[src/rtl/fifo_pkg.sv]
// fifo_pkg: shared definitions for the fifo_thresh buffer and the
// register-map wrappers built around it.
//   fifo_depth()     - depth in entries for a given log2 size
//   FIFO_CNT_MAX_W   - count width for the largest legal FIFO_SIZE (16)
//   fifo_status_t    - occupancy snapshot {count, almost_full, almost_empty}
package fifo_pkg;

  localparam int FIFO_SIZE_MAX  = 16;
  localparam int FIFO_CNT_MAX_W = FIFO_SIZE_MAX + 1;

  function automatic int fifo_depth(input int fifo_size);
    return 1 << fifo_size;
  endfunction

  // Sized for the widest legal FIFO; wrappers zero-extend count_o into it.
  typedef struct packed {
    logic [FIFO_CNT_MAX_W-1:0] count;
    logic                      almost_full;
    logic                      almost_empty;
  } fifo_status_t;

endpackage

[src/rtl/fifo_mem.sv]
// fifo_mem: storage array for fifo_thresh. Contents are not reset.
// Ports:
//   clk_i  - clock, write on rising edge
//   we_i   - write enable
//   waddr_i, wdata_i - write address / data
//   raddr_i - read address
//   rdata_o - read data, combinational from the array (asynchronous read)
module fifo_mem #(
  parameter int DATA_WIDTH = 8,
  parameter int ADDR_WIDTH = 4
) (
  input  logic                  clk_i,
  input  logic                  we_i,
  input  logic [ADDR_WIDTH-1:0] waddr_i,
  input  logic [DATA_WIDTH-1:0] wdata_i,
  input  logic [ADDR_WIDTH-1:0] raddr_i,
  output logic [DATA_WIDTH-1:0] rdata_o
);
  import fifo_pkg::*;

  localparam int DEPTH = fifo_depth(ADDR_WIDTH);

  logic [DATA_WIDTH-1:0] mem_q [DEPTH];

  always_ff @(posedge clk_i) begin
    if (we_i) begin
      mem_q[waddr_i] <= wdata_i;
    end
  end

  assign rdata_o = mem_q[raddr_i];

endmodule

[src/rtl/fifo_thresh.sv]
// fifo_thresh: synchronous FIFO with valid/ready on both sides, occupancy
// count, programmable almost-full / almost-empty flags and synchronous flush.
// Optional feature macro: FIFO_THRESH_BYPASS_EN (zero-latency pass-through
// when the FIFO is empty).
// Ports:
//   arst_ni        - asynchronous reset, active low
//   clk_i          - clock
//   flush_i        - synchronous flush, discards all entries
//   data_i / data_i_valid_i / data_i_ready_o - write side
//   data_o / data_o_valid_o / data_o_ready_i - read side
//   count_o        - occupancy 0..DEPTH
//   almost_full_o  - count_o >= ALMOST_FULL_TH
//   almost_empty_o - count_o <= ALMOST_EMPTY_TH
module fifo_thresh
  import fifo_pkg::*;
#(
  parameter int DATA_WIDTH      = 8,
  parameter int FIFO_SIZE       = 4,
  parameter int ALMOST_FULL_TH  = 2**FIFO_SIZE - 2,
  parameter int ALMOST_EMPTY_TH = 2
) (
  input  logic                  arst_ni,
  input  logic                  clk_i,
  input  logic                  flush_i,
  input  logic [DATA_WIDTH-1:0] data_i,
  input  logic                  data_i_valid_i,
  output logic                  data_i_ready_o,
  output logic [DATA_WIDTH-1:0] data_o,
  output logic                  data_o_valid_o,
  input  logic                  data_o_ready_i,
  output logic [FIFO_SIZE:0]    count_o,
  output logic                  almost_full_o,
  output logic                  almost_empty_o
);

  localparam int DEPTH = fifo_depth(FIFO_SIZE);
  localparam int PW    = FIFO_SIZE + 1;

  localparam logic [PW-1:0] DEPTH_C = PW'(DEPTH);
  localparam logic [PW-1:0] AF_TH_C = PW'(ALMOST_FULL_TH);
  localparam logic [PW-1:0] AE_TH_C = PW'(ALMOST_EMPTY_TH);
  localparam logic [PW-1:0] ONE_C   = PW'(1);

  if (FIFO_SIZE < 1 || FIFO_SIZE > FIFO_SIZE_MAX) begin : g_bad_size
    $error("fifo_thresh: FIFO_SIZE must be in 1..16");
  end
  if (ALMOST_FULL_TH < 1 || ALMOST_FULL_TH > DEPTH) begin : g_bad_af
    $error("fifo_thresh: ALMOST_FULL_TH must be in 1..DEPTH");
  end
  if (ALMOST_EMPTY_TH < 0 || ALMOST_EMPTY_TH > DEPTH - 1) begin : g_bad_ae
    $error("fifo_thresh: ALMOST_EMPTY_TH must be in 0..DEPTH-1");
  end

  // MSB of each pointer is the wrap bit, so wr - rd is the occupancy.
  logic [PW-1:0] wr_ptr_q, wr_ptr_d;
  logic [PW-1:0] rd_ptr_q, rd_ptr_d;

  logic [PW-1:0]         count;
  logic                  full;
  logic                  empty;
  logic                  push;
  logic                  pop;
  logic                  byp_take;
  logic                  valid;
  logic [DATA_WIDTH-1:0] mem_rdata;

  fifo_mem #(
    .DATA_WIDTH (DATA_WIDTH),
    .ADDR_WIDTH (FIFO_SIZE)
  ) u_mem (
    .clk_i   (clk_i),
    .we_i    (push),
    .waddr_i (wr_ptr_q[FIFO_SIZE-1:0]),
    .wdata_i (data_i),
    .raddr_i (rd_ptr_q[FIFO_SIZE-1:0]),
    .rdata_o (mem_rdata)
  );

  always_comb begin
    count = wr_ptr_q - rd_ptr_q;
    full  = (count == DEPTH_C);
    empty = (count == '0);

    // Ready depends only on pointer state and flush, never on the consumer,
    // so a push on full is refused even when a pop happens the same cycle.
    data_i_ready_o = !full && !flush_i;

`ifdef FIFO_THRESH_BYPASS_EN
    // Empty FIFO: present the incoming word directly. If the consumer takes
    // it, nothing is stored; otherwise it is written as a normal push.
    if (empty && !flush_i) begin
      valid    = data_i_valid_i;
      byp_take = data_i_valid_i && data_o_ready_i;
      data_o   = data_i_valid_i ? data_i : '0;
    end else begin
      valid    = !empty && !flush_i;
      byp_take = 1'b0;
      data_o   = valid ? mem_rdata : '0;
    end
`else
    valid    = !empty && !flush_i;
    byp_take = 1'b0;
    data_o   = valid ? mem_rdata : '0;
`endif

    data_o_valid_o = valid;
    push = data_i_valid_i && data_i_ready_o && !byp_take;
    // Pointer pop only when a stored entry is consumed; a bypassed word never
    // touched the array.
    pop  = !empty && !flush_i && data_o_ready_i;

    wr_ptr_d = wr_ptr_q;
    rd_ptr_d = rd_ptr_q;
    if (flush_i) begin
      wr_ptr_d = '0;
      rd_ptr_d = '0;
    end else begin
      if (push) wr_ptr_d = wr_ptr_q + ONE_C;
      if (pop)  rd_ptr_d = rd_ptr_q + ONE_C;
    end

    count_o        = count;
    almost_full_o  = (count >= AF_TH_C);
    almost_empty_o = (count <= AE_TH_C);
  end

  always_ff @(posedge clk_i or negedge arst_ni) begin
    if (!arst_ni) begin
      wr_ptr_q <= '0;
      rd_ptr_q <= '0;
    end else begin
      wr_ptr_q <= wr_ptr_d;
      rd_ptr_q <= rd_ptr_d;
    end
  end

endmodule

[config.mk]
export PLATFORM = sky130hd
export DESIGN_NAME = fifo_thresh
export DESIGN_NICKNAME = d
export VERILOG_FILES = /design/src/rtl/fifo_pkg.sv /design/src/rtl/fifo_mem.sv /design/src/rtl/fifo_thresh.sv
export SDC_FILE = /design/constraint.sdc
export NUM_CORES = 1
export LEC_CHECK = 0
export ABC_CLOCK_PERIOD_IN_PS = 3400
export CAP_MARGIN = 30
export CORE_UTILIZATION = 40
export CTS_CLUSTER_DIAMETER = 60
export DETAILED_ROUTE_END_ITERATION = 8
export SLEW_MARGIN = 10
export SYNTH_ARGS = -nofsm -noshare
export SYNTH_HDL_FRONTEND = slang
export SYNTH_SLANG_ARGS = --single-unit
[constraint.sdc]
create_clock -name clk_i -period 3.4 [get_ports clk_i]
set_clock_uncertainty 0.1 [all_clocks]
set_input_delay 0.68 -clock clk_i [delete_from_list [all_inputs] [get_ports clk_i]]
set_output_delay 0.68 -clock clk_i [all_outputs]
set_load 0.05 [all_outputs]
==> results of run 1 <==
[registers in the layout (all words and copies together), names as in the netlist]
name and flops:
rd_ptr_q 5, u_mem.mem_q 128, wr_ptr_q 5
[path summary, 6_finish.rpt]
| check | depth (start not counted) | slack (ns) | end | start |
|---|---|---|---|---|
| worst min-delay path | 1 | 0.51 | rd_ptr_q[2] | arst_ni |
| worst max register to register | 9 | 0.12 | u_mem.mem_q[14][4] | rd_ptr_q[0] |
| worst min register to register | 2 | 0.51 | rd_ptr_q[1] | rd_ptr_q[1] |
| worst max-delay path | 9 | -0.07 | data_o[1] | rd_ptr_q[0] |
| max in group asynchronous | 1 | 2.31 | rd_ptr_q[0] | arst_ni |
| min in group clk_i | 2 | 0.51 | rd_ptr_q[1] | rd_ptr_q[1] |
[cell families after synthesis]
group	Yosys count	synth area share, %
compound gates	21	2.657
mux	50	17.20
fa+ha+maj	10	2.253
flops	138	69.56
xor+xnor	4	0.8505
buf+inv	27	2.296
simple gates	60	5.187
[layout make-up]
type | instances | area share (%)
inverter | 10 | 0.6418
sequential | 138 | 55.29
clock buffer | 17 | 5.742
timing repair buffer | 62 | 8.445
clock inverter | 15 | 2.246
tap | 180 | 3.040
multi-input combinational | 145 | 24.59
[layer usage]
metal / vias up / wire length (µm)
li1: 1374 / -
met1: 1577 / 5692
met2: 59 / 5594
met3: 17 / 453
met4: 0 / 219
met5: - / 0
[stage by stage]
| stage | worst slack [ns] | total power [mW] | instances | TNS [ns] | area (µm²) |
|---|---|---|---|---|---|
| 2_1_floorplan | -0.1135 | 3.781 | 310 | -0.8987 | 5986 |
| 3_3_place_gp | 0.1171 | 4.582 | 528 | 0 | 6635 |
| 3_5_place_dp | 0.02748 | 4.597 | 528 | 0 | 6635 |
| 4_1_cts | -0.1101 | 6.705 | 565 | -0.7623 | 7385 |
| 5_1_grt | -0.1715 | 6.941 | 567 | -1.563 | 7408 |
| 6_report | -0.07314 | 6.665 | 567 | -0.4321 | 7408 |
[cell usage after synthesis (all sizes together)]
library cell and n:
a2111oi 2, a211o 2, a211oi 1, a21boi 2
a21oi 7, a31o 1, buf 6, clkbuf 11
dfrtp 10, edfxtp 128, fa 1, ha 9
inv 10, mux2 9, mux2i 1, mux4 40
nand2 7, nand2b 1, nand3 4, nand3b 1
nand4 2, nor2 25, nor2b 14, nor3 3
nor3b 2, nor4 1, o2111ai 2, o211ai 1
o21ai 1, o31ai 2, xnor2 1, xor2 3
[power groups by stage]
stage	clock network (mW)	logic, mW	registers [mW]
after floorplan	0	1.82	1.96
after global placement	0	2.62	1.97
after detailed placement	0	2.63	1.97
after CTS	1.85	2.92	1.93
after global routing	1.93	3.08	1.94
final	1.82	2.91	1.94
[worst register-to-register path: stages (launching register included)]
cell	delay, ns
dfrtp_2	0.44
ha_4	0.18
fa_2	0.44
nand2b_4	0.17
a21oi_4	0.17
xor2_2	0.23
buf_4	0.15
buf_4	0.12
o211ai_1	0.25
nor2_1	0.67
[what timing repair did]
action | 4_1_cts | 5_1_grt
setup endpoints to repair | 13 | 20
endpoints found under the hold margin | 0 | 0
pin swaps | 4 | 1
resized for setup | 25 | 4
setup buffers | 5 | 2
==> results.txt, run 1 <==
- Status: finished, violations left
- Violated checks: negative setup slack
- Clock transition at the registers of the reported paths: 0.06 ns
- Clock share of power: 27.3%
* Weighted congestion reported at the end of routability-driven placement: 0.8001
- Measured along the x axis, the die boundary spans ~120 µm.
- When the netlist entered floorplanning its net count stood at about 330.
- In this run the worst path has a maximum fanout of 6.
* Synthesized area: ~0.006 mm²
- Portion of the post-synthesis area used by sequential elements: 69.56%
- The most numerous cell type found on the critical path is buf_6.
- Die area: 0.01520 mm²
* Initial antenna violation count: 0
* CP Cell Sequence: ha_4 > fa_2 > xnor2_4 > nor4_4 > mux2i_2 > o21ai_4 > buf_6 > nor2b_2 > buf_6
- Setup repair after global routing could not meet its margin everywhere.
- Counting along the longest clock path gives a buffer depth of 2.
- The final hold violation count came to 0.
- Cell type with the highest aggregate area in the netlist: edfxtp_1
* Source-to-sink clock delay at the later pin of the worst-skew pair: 0.41 ns
- The initial utilization of the core area, before any placement, comes to 41.75%.
- HPWL reported at the end of detailed placement: slightly below 8 mm
- The first routing iteration left 331 violations.
- Sequential cells account for between 20 and 30% of the total power.
- Combinational logic is responsible for a little over two fifths of the overall power.
- The number of buffers and inverters on the critical path is 2.
* Total of fill cells in the finished design: 1126
- At the worst endpoint, the required time is 2.62 ns.
- VDD IR max: 0.4495 mV
- A synthesized cell averages 18.99 µm².
* Most heavily used metal layer in global routing: met1
- Endpoints failing setup: 9
- Compared with the post-synthesis result, the final layout area differs by 25.87%.
- Maximum number of pins on one net before global-route repair: 37
* Boundary Pins: 30
- Longest individual stage delay on the worst path: 0.44 ns
* Proportion of netlist area held by the largest area contributor: 65.31%
- Yosys cell types: 38
* Net switching power of the design: 2.321 mW
- Worst hold path class: in2async
- For the pin with the worst max-slew slack, the measured transition is between 0.7 and 0.8 ns.
- Crit path time final: approximately 3.5 ns
- By startpoint and endpoint, the worst setup path is classified as reg2out.
- Timing would allow up to 287.9 MHz.
* Count of vias placed by the detailed router: 3027
- Wire length of the first global-routing pass: 18.53 mm
- Area of the core: between 0.01 and 0.015 mm²
- DRC: 0
- STA classifies the critical path startpoint as a register.
* Gate Count Post-Synth: just over 300
* Cell row count: 43
- Layout cell share with drive strength beyond 1: 42.12%
* Reported leakage power: 2.491 nW
- The internal power of the cells totals about 4.3 mW.
- Fin util: 52.56%
- Ant diodes: 0
* Slowest-stage cell, CP: dfrtp_2
- Summing all multi-input logic gate instances after layout gives around 0.0018 mm².
- Fraction of met2 tracks used by global routing: between 20% and 30%
- Register cell area after layout: 0.004096 mm²
- Final Slew Violations: 0
- The floorplan step set the die height to 123.3 µm.
- The first detailed-routing pass ran for 4 iterations.
- Net switching share of the total power: 34.83%
* Antenna-violating nets left: 0
* Clock buffer count from CTS: 17
- Pwr per Cell Area: roughly 900 mW/mm²
* Worst setup slack after layout: -0.07314 ns
- The final critical path takes up 102.2% of the cycle.
- Post-DR wirelength/cell: ~21 µm
* Max cap viols: 0
- The number of global-route vias before repair came to 3074.
- TritonCTS built the clock tree.
* Clock sink total: 138
* Synth warn: 0
- Top cells by area in the synthesized netlist: edfxtp_1 (65%), mux4_2 (15%), dfrtp_1 (4.3%), ha_1 (1.9%), mux2_2 (1.7%)
- Final wirelength: 11.96 mm
* Commonest cells after routing, fill and taps aside: edfxtp_1 (128), mux4_2 (40), buf_4 (29)
- Kind of cell adding the most delay to the critical path: adder cells
- Data arrives at the worst endpoint at about 2.7 ns.
- Hold repair after CTS inserted 0 buffers.
- The net count of the finished layout is approximately 400.
- CTS HTree Levels: 4
- Global routing usage on met3: 4.382%
- STA classifies the critical path endpoint as an output pin.
* Global routing usage summed across all routing layers: 17.84%
- Number of port buffers: 29
* Root buffer cell: clkbuf_16
* Smallest hold slack: between 0.5 and 0.6 ns
* Leading cell type in the layout, fill and taps excluded: edfxtp_1
* Number of vias per cell after detailed routing: roughly 5.3
- GR Util met1: 26.00%
- The worst pin sits at a relative slew slack of 49.81%.
* #FFs+latches synth: 138
- For this run the aggregate overflow at the end of global routing stands at 0.
No activity file was read; power rests on OpenSTA's default activity.
==> run 2: changes to the inputs <==
--- a/config.mk
+++ b/config.mk
@@ -7,9 +7,11 @@
 export LEC_CHECK = 0
 export ABC_CLOCK_PERIOD_IN_PS = 3400
 export CAP_MARGIN = 30
-export CORE_UTILIZATION = 40
+export CORE_UTILIZATION = 56
+export CTS_BUF_LIST = sky130_fd_sc_hd__clkbuf_8
 export CTS_CLUSTER_DIAMETER = 60
 export DETAILED_ROUTE_END_ITERATION = 8
+export PLACE_DENSITY = 0.78
 export SLEW_MARGIN = 10
 export SYNTH_ARGS = -nofsm -noshare
 export SYNTH_HDL_FRONTEND = slang
==> run 2 against run 1 <==
The flow still finishes with violations (negative setup slack). Clock power shrank 27%. Hold slack worse by 0.027 ns. Utilization rose by 17 points. Power shrank 13%. Flip-flop and latch count unchanged. Fmax down 0.73%. Register-to-register slack gained 0.23 ns. Global-route usage increased by 5.2 points. Sequential power is essentially flat. Critical endpoint is now data_o[3]. Highest routed layer unchanged.
==> results.txt, run 2 (same netlist as run 1, synthesis figures left out) <==
- Root buffer cell: clkbuf_8
- Count of vias placed by the detailed router: 3117 (+3.0%)
- Die area: 0.01092 mm² (-28%)
- Source-to-sink clock delay at the later pin of the worst-skew pair: 0.43 ns (+0.02 ns)
- The detailed router's first-iteration violation count came to 297 (-10%).
- Share of power burned in combinational logic: 43.9% (+0.2 points)
- The final weighted congestion in routability-driven placement came to 0.8961 (+12%).
- The count of buffers inserted at the top-level ports is 29 (unchanged).
* Total of fill cells in the finished design: 638 (-43%)
- The antenna cell count came to 0 (unchanged).
- The length of the first detailed-routing pass in iterations was 5 (+1).
- Cell row count: 37 (-14%)
* Fin util: 69.92% (+17 points)
- The total area of multi-input combinational cells is 0.001828 mm² (+0.34%).
* Commonest cells after routing, fill and taps aside: edfxtp_1 (128), mux4_2 (40), buf_4 (31)
- Area of the core: 0.01028 mm² (-27%)
- The worst setup slack after layout was -0.09851 ns (-0.02538 ns).
* NumNets Final: 398 (+0.25%)
* Register cell area after layout: 0.004095 mm² (about the same)
- The total internal power is 3.728 mW (-14%).
- The critical path data arrival time came to 2.72 ns (+0.03 ns).
* Worst-case clock buffer depth: 2 (unchanged)
* Register name with the most flops: u_mem.mem_q
- The worst slack at placement came to 0.1300 ns (+0.1026 ns).
- The worst setup path is launched from a register.
* Final wirelength: 11.35 mm (-5.1%)
- Wire length of the first global-routing pass: 18.00 mm (-2.9%)
- Worst slew slack as a fraction of its limit: 44.38% (-5.4 points)
* HPWL reported at the end of detailed placement: 7.296 mm (-6.7%)
- The max-cap violation count was 0 (unchanged).
* Post-DR wirelength/cell: 21.66 µm (+2.7%)
- The worst hold path belongs to the class in2async.
- Antenna-violating nets left: 0 (unchanged)
- Max reg flops: 128 (unchanged)
* Leading cell type in the layout, fill and taps excluded: edfxtp_1
* Net switching share of the total power: 35.83% (+1.0 points)
- The clock sink count came to 138 (unchanged).
* Total grt overflow: 0 (unchanged)
- The count of final setup violators came to 10 (+1).
* VDD IR max: 0.5513 mV (+23%)
* Smallest hold slack: 0.4843 ns (-0.02743 ns)
* Peak fanout along the critical path: 5 (-1)
- Category of the critical setup timing path: reg2out
- Clock buffer count from CTS: 17 (unchanged)
- The largest net degree at the start of global routing is 37 (unchanged).
* Via count of the first global-routing pass: 3224 (+4.9%)
- Die boundary width: 104.5 µm (-15%)
- The minimum clock period came to 3.499 ns (+0.02538 ns).
- Boundary Pins: 30 (unchanged)
- The largest registers in the layout are u_mem.mem_q: 128 flops, rd_ptr_q: 5 flops, wr_ptr_q: 5 flops.
- Clock share of power: 23.0% (-4.3 points)
* Layout cell share with drive strength beyond 1: 41.75% (-0.37 points)
* Global routing usage summed across all routing layers: 23.02% (+5.2 points)
- TritonCTS built the clock tree.
* Area overhead of the layout relative to synthesis: 22.09%
- Maximum clock rate: 285.8 MHz (-0.73%)
- CTS HTree Levels: 4 (unchanged)
- The share of power burned in registers came to 33.1% (+4.1 points).
* Final Slew Violations: 0 (unchanged)
* Endpoints failing hold: 0 (unchanged)
- Post-CTS Hold Fix Bufs: 0 (unchanged)
- The initial cell density of the core was 57.27% (+16 points).
- Net switching power of the design: 2.081 mW (-10%)
- Pwr per Cell Area: 808.4 mW/mm² (-10%)
- Chip Height: 104.5 µm (-15%)
* Clock transition at the registers of the reported paths: 0.08 ns (+0.02 ns)
* Pin slew with the least headroom to its limit: 0.8313 ns (+0.08114 ns)
- Violated checks: negative setup slack
- Part of the cycle the worst path needs: 102.9% (+0.75 points)
* Status: finished, violations left
* Sort of element at the end of the critical path: output pin
* RSZ-0062 raised after global routing: yes
* DRC: 0 (unchanged)
- Initial antenna violation count: 0 (unchanged)
* Post-route cell area: 0.007186 mm² (-3.0%)
- Endpoint required time on the critical path: 2.62 ns (about the same)
- The leakage power total is 2.424 nW (-2.7%).
* Number of vias per cell after detailed routing: 5.948 (+11%)
* DP Area: 0.006568 mm² (-1.0%)
## run 2: cell types whose count changed in the layout (fill, tap and decap cells not counted), sizes merged
cell	change
inv	+3
clkbuf	+1
clkinv	-3
## run 2: path summary, 6_finish.rpt
check | slack, ns | depth (start not counted) | start | endpoint
max in group asynchronous | 2.35 | 1 | arst_ni | rd_ptr_q[0]
max | -0.1 | 11 | wr_ptr_q[0] | data_o[3]
min | 0.48 | 1 | arst_ni | wr_ptr_q[1]
min reg2reg | 0.55 | 2 | rd_ptr_q[3] | rd_ptr_q[3]
min in group clk_i | 0.55 | 2 | rd_ptr_q[3] | rd_ptr_q[3]
max reg2reg | 0.35 | 9 | rd_ptr_q[2] | u_mem.mem_q[12][7]
## run 2: power groups by stage
stage	clock network [mW]	registers (mW)	logic (mW)
after floorplan	0	1.96	1.82
after global placement	0	1.97	2.53
after detailed placement	0	1.97	2.56
after CTS	1.35	1.92	2.52
after global routing	1.43	1.93	2.67
final	1.33	1.92	2.55
## run 2: worst max-delay path, cell delays in order (launching register included)
cell and delay (ns):
dfrtp_1 0.37, inv_2 0.07, ha_4 0.16, fa_2 0.39, nand2b_4 0.17, a21oi_4 0.17, xor2_4 0.22, inv_4 0.09
o21ai_4 0.24, clkbuf_16 0.21, nor2b_4 0.04, buf_6 0.14
## run 2: metrics by stage
stage | std cells | power (mW) | TNS, ns
6_report | 524 | 5.809 | -0.7771
5_1_grt | 524 | 6.029 | -1.766
4_1_cts | 521 | 5.788 | -1.062
3_5_place_dp | 481 | 4.525 | 0
3_3_place_gp | 480 | 4.493 | 0
2_1_floorplan | 310 | 3.781 | -0.8987
## run 2: per-layer routing
layer	global-route usage (%)	share of wire [%]	wire length [µm]
met5	0	0	0
met4	8.673	1.7	197
met3	5.326	5.4	617
met2	34.15	49	5512
met1	33.65	44	5022
## run 2: repair_timing
action,CTS,global route
pin swaps,1,1
gates cloned,1,0
setup buffers,7,3
setup endpoints to repair,12,12
hold endpoints to repair,0,0
resized for setup,23,4
## run 2: area by class of cell
type / instances / area share, %
well taps: 136 / 2.368
clock inverters: 15 / 2.298
flip-flops and latches: 138 / 56.99
inverters: 10 / 0.6617
multi-input cells: 145 / 25.44
clock buffers: 17 / 3.256
repair buffers: 63 / 8.985
